### src/rtl/uart_tx_drain.sv
// ============================================================================
// uart_tx_drain : pops bytes from a TX FIFO and sends them as 8N1 UART frames.
// Optional even-parity bit when UART_TX_PARITY_EN is defined.   Rev 1.0
// ============================================================================
`default_nettype none

module uart_tx_drain #(
  parameter int unsigned CLK_FREQ = 25_000_000,
  parameter int unsigned BIT_RATE = 115200
) (
  input  logic       clk,
  input  logic       rst_n,
  input  logic       enable,
  input  logic       fifo_empty,
  output logic       fifo_read,
  input  logic [7:0] fifo_read_data,
  output logic       tx,
  output logic       busy,
  output logic       frame_done
);

  localparam int unsigned CLKS_PER_BIT = CLK_FREQ / BIT_RATE;
  localparam logic [15:0] BIT_END      = 16'(CLKS_PER_BIT - 1);

  typedef enum logic [2:0] {
    S_IDLE   = 3'd0,
    S_READ   = 3'd1,
    S_WAIT   = 3'd2,
    S_START  = 3'd3,
    S_DATA   = 3'd4,
    S_PARITY = 3'd5,
    S_STOP   = 3'd6
  } state_t;

  state_t      state_q, state_d;
  logic [15:0] baud_q, baud_d;
  logic [2:0]  bit_idx_q, bit_idx_d;
  logic [7:0]  shift_q, shift_d;
  logic        tx_q, tx_d;
  logic        bit_end;
`ifdef UART_TX_PARITY_EN
  logic        parity_q, parity_d;
`endif

  assign bit_end = (baud_q == BIT_END);

  always_comb begin
    state_d   = state_q;
    baud_d    = baud_q + 16'd1;
    bit_idx_d = bit_idx_q;
    shift_d   = shift_q;
`ifdef UART_TX_PARITY_EN
    parity_d  = parity_q;
`endif

    case (state_q)
      S_IDLE: begin
        baud_d = 16'd0;
        if (enable && !fifo_empty) state_d = S_READ;
      end
      S_READ: begin
        baud_d  = 16'd0;
        state_d = S_WAIT;
      end
      S_WAIT: begin
        // FIFO output register is valid now, one cycle after the pop
        baud_d    = 16'd0;
        shift_d   = fifo_read_data;
        bit_idx_d = 3'd0;
`ifdef UART_TX_PARITY_EN
        parity_d  = ^fifo_read_data;
`endif
        state_d   = S_START;
      end
      S_START: begin
        if (bit_end) begin
          baud_d  = 16'd0;
          state_d = S_DATA;
        end
      end
      S_DATA: begin
        if (bit_end) begin
          baud_d  = 16'd0;
          shift_d = {1'b0, shift_q[7:1]};
          if (bit_idx_q == 3'd7) begin
`ifdef UART_TX_PARITY_EN
            state_d = S_PARITY;
`else
            state_d = S_STOP;
`endif
          end else begin
            bit_idx_d = bit_idx_q + 3'd1;
          end
        end
      end
`ifdef UART_TX_PARITY_EN
      S_PARITY: begin
        if (bit_end) begin
          baud_d  = 16'd0;
          state_d = S_STOP;
        end
      end
`endif
      S_STOP: begin
        if (bit_end) begin
          baud_d  = 16'd0;
          state_d = S_IDLE;
        end
      end
      default: begin
        baud_d  = 16'd0;
        state_d = S_IDLE;
      end
    endcase

    // Line level is registered from the next state so tx changes on the entry edge
    case (state_d)
      S_START: tx_d = 1'b0;
      S_DATA:  tx_d = shift_d[0];
`ifdef UART_TX_PARITY_EN
      S_PARITY: tx_d = parity_d;
`endif
      default: tx_d = 1'b1;
    endcase
  end

  always_ff @(posedge clk) begin
    if (!rst_n) begin
      state_q   <= S_IDLE;
      baud_q    <= 16'd0;
      bit_idx_q <= 3'd0;
      shift_q   <= 8'd0;
      tx_q      <= 1'b1;
`ifdef UART_TX_PARITY_EN
      parity_q  <= 1'b0;
`endif
    end else begin
      state_q   <= state_d;
      baud_q    <= baud_d;
      bit_idx_q <= bit_idx_d;
      shift_q   <= shift_d;
      tx_q      <= tx_d;
`ifdef UART_TX_PARITY_EN
      parity_q  <= parity_d;
`endif
    end
  end

  assign tx         = tx_q;
  assign busy       = (state_q != S_IDLE);
  assign fifo_read  = (state_q == S_READ);
  assign frame_done = (state_q == S_STOP) && bit_end;

endmodule

`default_nettype wire

### config.mk
export PLATFORM = sky130hd
export DESIGN_NAME = uart_tx_drain
export DESIGN_NICKNAME = d
export VERILOG_FILES = /design/src/rtl/uart_tx_drain.sv
export SDC_FILE = /design/constraint.sdc
export NUM_CORES = 1
export LEC_CHECK = 0
export CAP_MARGIN = 30
export CORE_UTILIZATION = 55
export DETAILED_ROUTE_END_ITERATION = 10
export GPL_TIMING_DRIVEN = 0
export MAX_ROUTING_LAYER = met4
export PLACE_DENSITY = 0.82
export SLEW_MARGIN = 40
export SYNTH_ARGS = -nofsm -noshare
export SYNTH_HDL_FRONTEND = slang
export SYNTH_SLANG_ARGS = --single-unit
### constraint.sdc
create_clock -name clk -period 2.5 [get_ports clk]
set_input_delay 0.5 -clock clk [delete_from_list [all_inputs] [get_ports clk]]
set_output_delay 0.5 -clock clk [all_outputs]
set_load 0.005 [all_outputs]
-- After elaboration in Yosys (flattened, before gate mapping)
Cells that the tools add are included.
- bits in registers: 31
- logic and storage cells: 43
- input port bits: 12
- add/sub/neg operators: 2
- bitwise gates (word level): 2
- equality and inequality tests: 11
- reductions and logical operators: 10
- mux-type cells: 12
- operators by type and width (kind ; count):
    two-way mux 3 bit ; 7
    one-hot mux 3 bit (6 select lines) ; 1
    adder 16 x 1 -> 16 bit (second input constant) ; 1
    == test 16 x 8 -> 1 bit (second input constant) ; 1
    one-hot mux 8 bit (2 select lines) ; 1
    == test 3 bit (second input constant) ; 4
    == test 3 x 2 -> 1 bit (second input constant) ; 3
    two-way mux 8 bit ; 1
    one-hot mux 3 bit (2 select lines) ; 1
    OR reduction 3 bit ; 2
    != test 2 bit (second input constant) ; 2
    adder 3 x 1 -> 3 bit (second input constant) ; 1
    == test 3 x 1 -> 1 bit (second input constant) ; 1
    logical NOT 3 bit ; 1
    AND reduction 3 bit ; 1
    nonzero test 3 bit ; 1
    logical AND 1 bit ; 2
    inverter 1 bit ; 2
    one-hot mux 1 bit (2 select lines) ; 1
    AND reduction 2 bit ; 1
    nonzero test 2 bit ; 1
    logical NOT 1 bit ; 1

-- Depth between registers and ports, before layout
- depth in word-level cells: 6
- gate-level depth with buffers: 9
- depth with buffers taken out: 7

-- Least setup slack after synthesis
OpenSTA, ideal clock, no wires.
- kind: reg2reg
- from: register baud_q[0]
- to: register baud_q[6]
- path buffers: 3
- data arrival time: 1725 ps
- library setup time: 64 ps
- path slack: 711 ps
- cell stages (with the launch flop): 10
- path through: dfxtp_1 > inv_1 > ha_1 > nor4b_1 > and4b_1 > buf_6 > or3b_1 > buf_6 > buf_6 > nor2_1
- cells in the longest elaborated chain, start to end: 2
- RTL lines (item ; line ; text):
    from (decl) ; 36 ; logic [15:0] baud_q, baud_d;
    from (signal assigned) ; 139 ; baud_q <= baud_d;
    branches (longest 2 deep; another with adder 16 x 1 -> 16 bit) ; - ;
Several ways; the timed one is not identified.
A chain may end at the register's enable or synchronous reset.

-- Worst setup path in the final report
- from: register baud_q[9]
- to: output frame_done
- cells in the longest elaborated chain, start to end: 2
- RTL lines (item ; line ; text):
    == test 16 x 8 -> 1 bit ; 45 ; assign bit_end = (baud_q == BIT_END);
    logical AND 1 bit ; 152 ; assign frame_done = (state_q == S_STOP) && bit_end;
    to (decl) ; 19 ; output logic frame_done
No other way between the ends.

==> impl_metrics.json <==
{
  "status": "complete, no violations",
  "drcViolationCount": 0,
  "crit_path_max_fanout": 3,
  "port_buffers": 15,
  "overflow": 0,
  "synth_fa_ha_area_share_pct": 3.95,
  "track_usage_pct": 24.9,
  "die_w_um": 54.6,
  "dr.first_iter.drc_count": 23,
  "cp_slowest_cell": "nor4_1",
  "fin_nets": 212,
  "dieHeight_um": 54.6,
  "synth_compound_area_share_pct": 13.4,
  "dpl_worst_slack_ps": 180,
  "worstHoldPathType": "reg2reg",
  "h-tree-depth": 2,
  "hold_ws_ps": 430,
  "critical_path_buf_inv_count": 2,
  "timing.final.hold_violations": 0,
  "wire_per_inst_um": 13.4,
  "fin_setup_tns_ps": 0,
  "crit_type": "reg2out",
  "finalNonFillerCells": 227,
  "dp_cells": 218,
  "ios": 16,
  "rsz0062_at_grt": "no",
  "antenna_found_initial": 0,
  "ys_warn_count": 0,
  "globalplace.congestion": 0.816,
  "final_antenna_net_count": 0,
  "fin_util_pct": 69.7,
  "ys_ff_latch": 31,
  "grt_max_degree": 11,
  "power.density_nw_per_um2": 488,
  "grt_pass1_vias": 1179,
  "leakage_nw": 0.628,
  "drive_gt1_share_pct": 9.64,
  "synthSimpleGateAreaFrac_pct": 28.6,
  "die-area_um2": 2980,
  "cts_made_buffers": 5,
  "setup_slack_ps": 179,
  "diodes": 0,
  "path_delay_family": "simple AND/OR/NAND/NOR gates",
  "crit_path_end_kind": "primary output",
  "start_util_pct": 59.7,
  "synth-seq-area-share_pct": 40.8,
  "fin_area_um2": 1770,
  "vias_per_cell": 5.66,
  "ys_types": 40,
  "max_stage_delay_ps": 370,
  "skew_ps": 12.5,
  "period_share_pct": 92.8,
  "cap_violations": 0,
  "synth_nets": 189,
  "root_buffer": "clkbuf_4",
  "total_power_mw": 0.866,
  "synth-xor-area-share_pct": 6.91,
  "cts_buffer_depth": 2,
  "dpl_cell_area_um2": 1710,
  "cts_tree": "yes",
  "core.rowCount": 18,
  "clk_pin_slew_ps": 90,
  "fmax_mhz": 431,
  "startpoint_type": "flip-flop",
  "crit_chain": "nor4_1 > and4b_1 > buf_6 > nand2_1 > nor2_1 > dlygate4sd2_1",
  "syn_inst": 173,
  "fillers": 218,
  "cts_hold_buf": 0,
  "relSlewSlack_pct": 64.1,
  "cts_sinks": 31,
  "grt_first_pass_wirelength_um": 4890,
  "routed_wl_um": 3040,
  "crit_required_ps": 2000,
  "setup_viol": 0,
  "maxSlewViolCount": 0,
  "crit_arrival_ps": 1820,
  "syn_area_um2": 1520,
  "synth_area_per_cell_um2": 8.79,
  "dp_hpwl_um": 2190,
  "synthMuxAreaShare_pct": 0.658,
  "core_area_um2": 2540,
  "ir_drop_v": 0.000432,
  "areaGrowthSynthToFinish_pct": 16.7,
  "routed-via-count": 1284,
  "worstSkewPairLatency_ps": 350,
  "fin_crit_ps": 2320,
  "tightest_slew_ps": 536,
  "first_pass_iters": 4,
  "synth_top_family_by_area": "simple AND/OR/NAND/NOR gates"
}
-- final timing paths --
check                                     startpoint  cells after the start  slack (ps)                   end
worst max-delay path            baud_q[9]$_SDFF_PP0_                      6         180            frame_done
worst max register to register  baud_q[0]$_SDFF_PP0_                     10         450  baud_q[4]$_SDFF_PP0_
worst min register to register  baud_q[0]$_SDFF_PP0_                      1         430  baud_q[0]$_SDFF_PP0_
worst min-delay path            baud_q[0]$_SDFF_PP0_                      1         430  baud_q[0]$_SDFF_PP0_
-- metal layers --
layer  share of wire [%]  vias up  GRT usage, %
met3                 4.3        9          6.11
li1                    -      651             -
met4                 2.3        0          17.5
met5                   0        -             -
met1                  47      601          27.8
met2                  46       23          38.8
-- cells in the mapped netlist --
library cell | count | share of area, %
a21boi_0 | 9 | 4.4
a21boi_1 | 1 | 0.49
a21oi_1 | 5 | 1.6
a21oi_2 | 1 | 0.58
a221oi_2 | 1 | 0.99
a22oi_1 | 6 | 3.0
a311o_1 | 1 | 0.66
a31oi_1 | 1 | 0.41
and2_1 | 2 | 0.82
and3_1 | 4 | 1.6
and3b_1 | 1 | 0.58
and4_1 | 1 | 0.58
and4b_1 | 2 | 1.3
buf_2 | 2 | 0.66
buf_4 | 2 | 0.99
buf_6 | 3 | 2.2
clkbuf_1 | 2 | 0.49
dfxtp_1 | 31 | 41
ha_1 | 4 | 3.3
inv_1 | 5 | 1.2
maj3_1 | 1 | 0.66
mux2i_1 | 1 | 0.66
nand2_1 | 17 | 4.2
nand2b_1 | 2 | 0.82
nand3_1 | 9 | 3.0
nand3b_1 | 4 | 2.0
nand4_1 | 3 | 1.2
nor2_1 | 19 | 4.7
nor2b_1 | 4 | 1.6
nor3_1 | 5 | 1.6
nor3b_1 | 1 | 0.49
nor4_1 | 1 | 0.41
nor4b_1 | 2 | 1.2
nor4bb_1 | 1 | 0.66
o21ai_0 | 2 | 0.66
o2bb2ai_1 | 1 | 0.58
or3_1 | 3 | 1.2
or3b_1 | 1 | 0.58
xnor2_1 | 6 | 3.5
xor2_1 | 6 | 3.5
-- final cells by class --
| type | count | area [um2] | area share, % |
|---|---|---|---|
| Clock buffer | 7 | 45.0 | 2.54 |
| Timing Repair Buffer | 16 | 156 | 8.82 |
| Buffer | 9 | 66.3 | 3.74 |
| Clock inverter | 1 | 5.00 | 0.282 |
| Sequential cell | 31 | 622 | 35.0 |
| Inverter | 5 | 18.8 | 1.06 |
| Tap cell | 30 | 37.5 | 2.12 |
| Multi-Input combinational cell | 128 | 823 | 46.4 |
-- cell usage in the layout, fill, tap and decap left out, types with 2 or more instances in the layout --
cell,synthesis,final
and4b_1,2,2
o21ai_0,2,2
nor3_1,5,5
clkdlybuf4s50_1,0,14
a21boi_0,9,9
xnor2_1,6,6
nand3_1,9,9
nand2b_1,2,2
and2_1,2,2
buf_4,2,3
buf_6,3,3
and3_1,4,4
ha_1,4,3
nor2_1,19,19
a21oi_1,5,5
a22oi_1,6,6
inv_1,5,5
nand4_1,3,3
nand3b_1,4,4
buf_2,2,2
nand2_1,17,17
xor2_1,6,6
clkbuf_4,0,5
or3_1,3,3
clkbuf_1,2,4
dfxtp_1,31,30
nor2b_1,4,4
-- logic make-up after synthesis --
group,Yosys count
flops,31
fa+ha+maj,5
buf+inv,14
xor+xnor,12
simple gates,82
mux,1
compound gates,28
-- sequential cells by signal, indices dropped and copies added, names as in the netlist --
name,flops
tx,1
bit_idx_q,3
state_q,3
shift_q,8
baud_q,16
-- timing repair --
action | CTS | global route
endpoints found under the setup margin | 1 | 0
setup buffers | 1 | 0
resized for setup | 4 | 0
-- power by group --
part / switching, mW / internal (mW) / total, mW
clock network: 0.175 / 0.109 / 0.284
registers: 0.00524 / 0.503 / 0.508
logic: 0.0325 / 0.0410 / 0.0735
(Power assumes the default switching activity.)
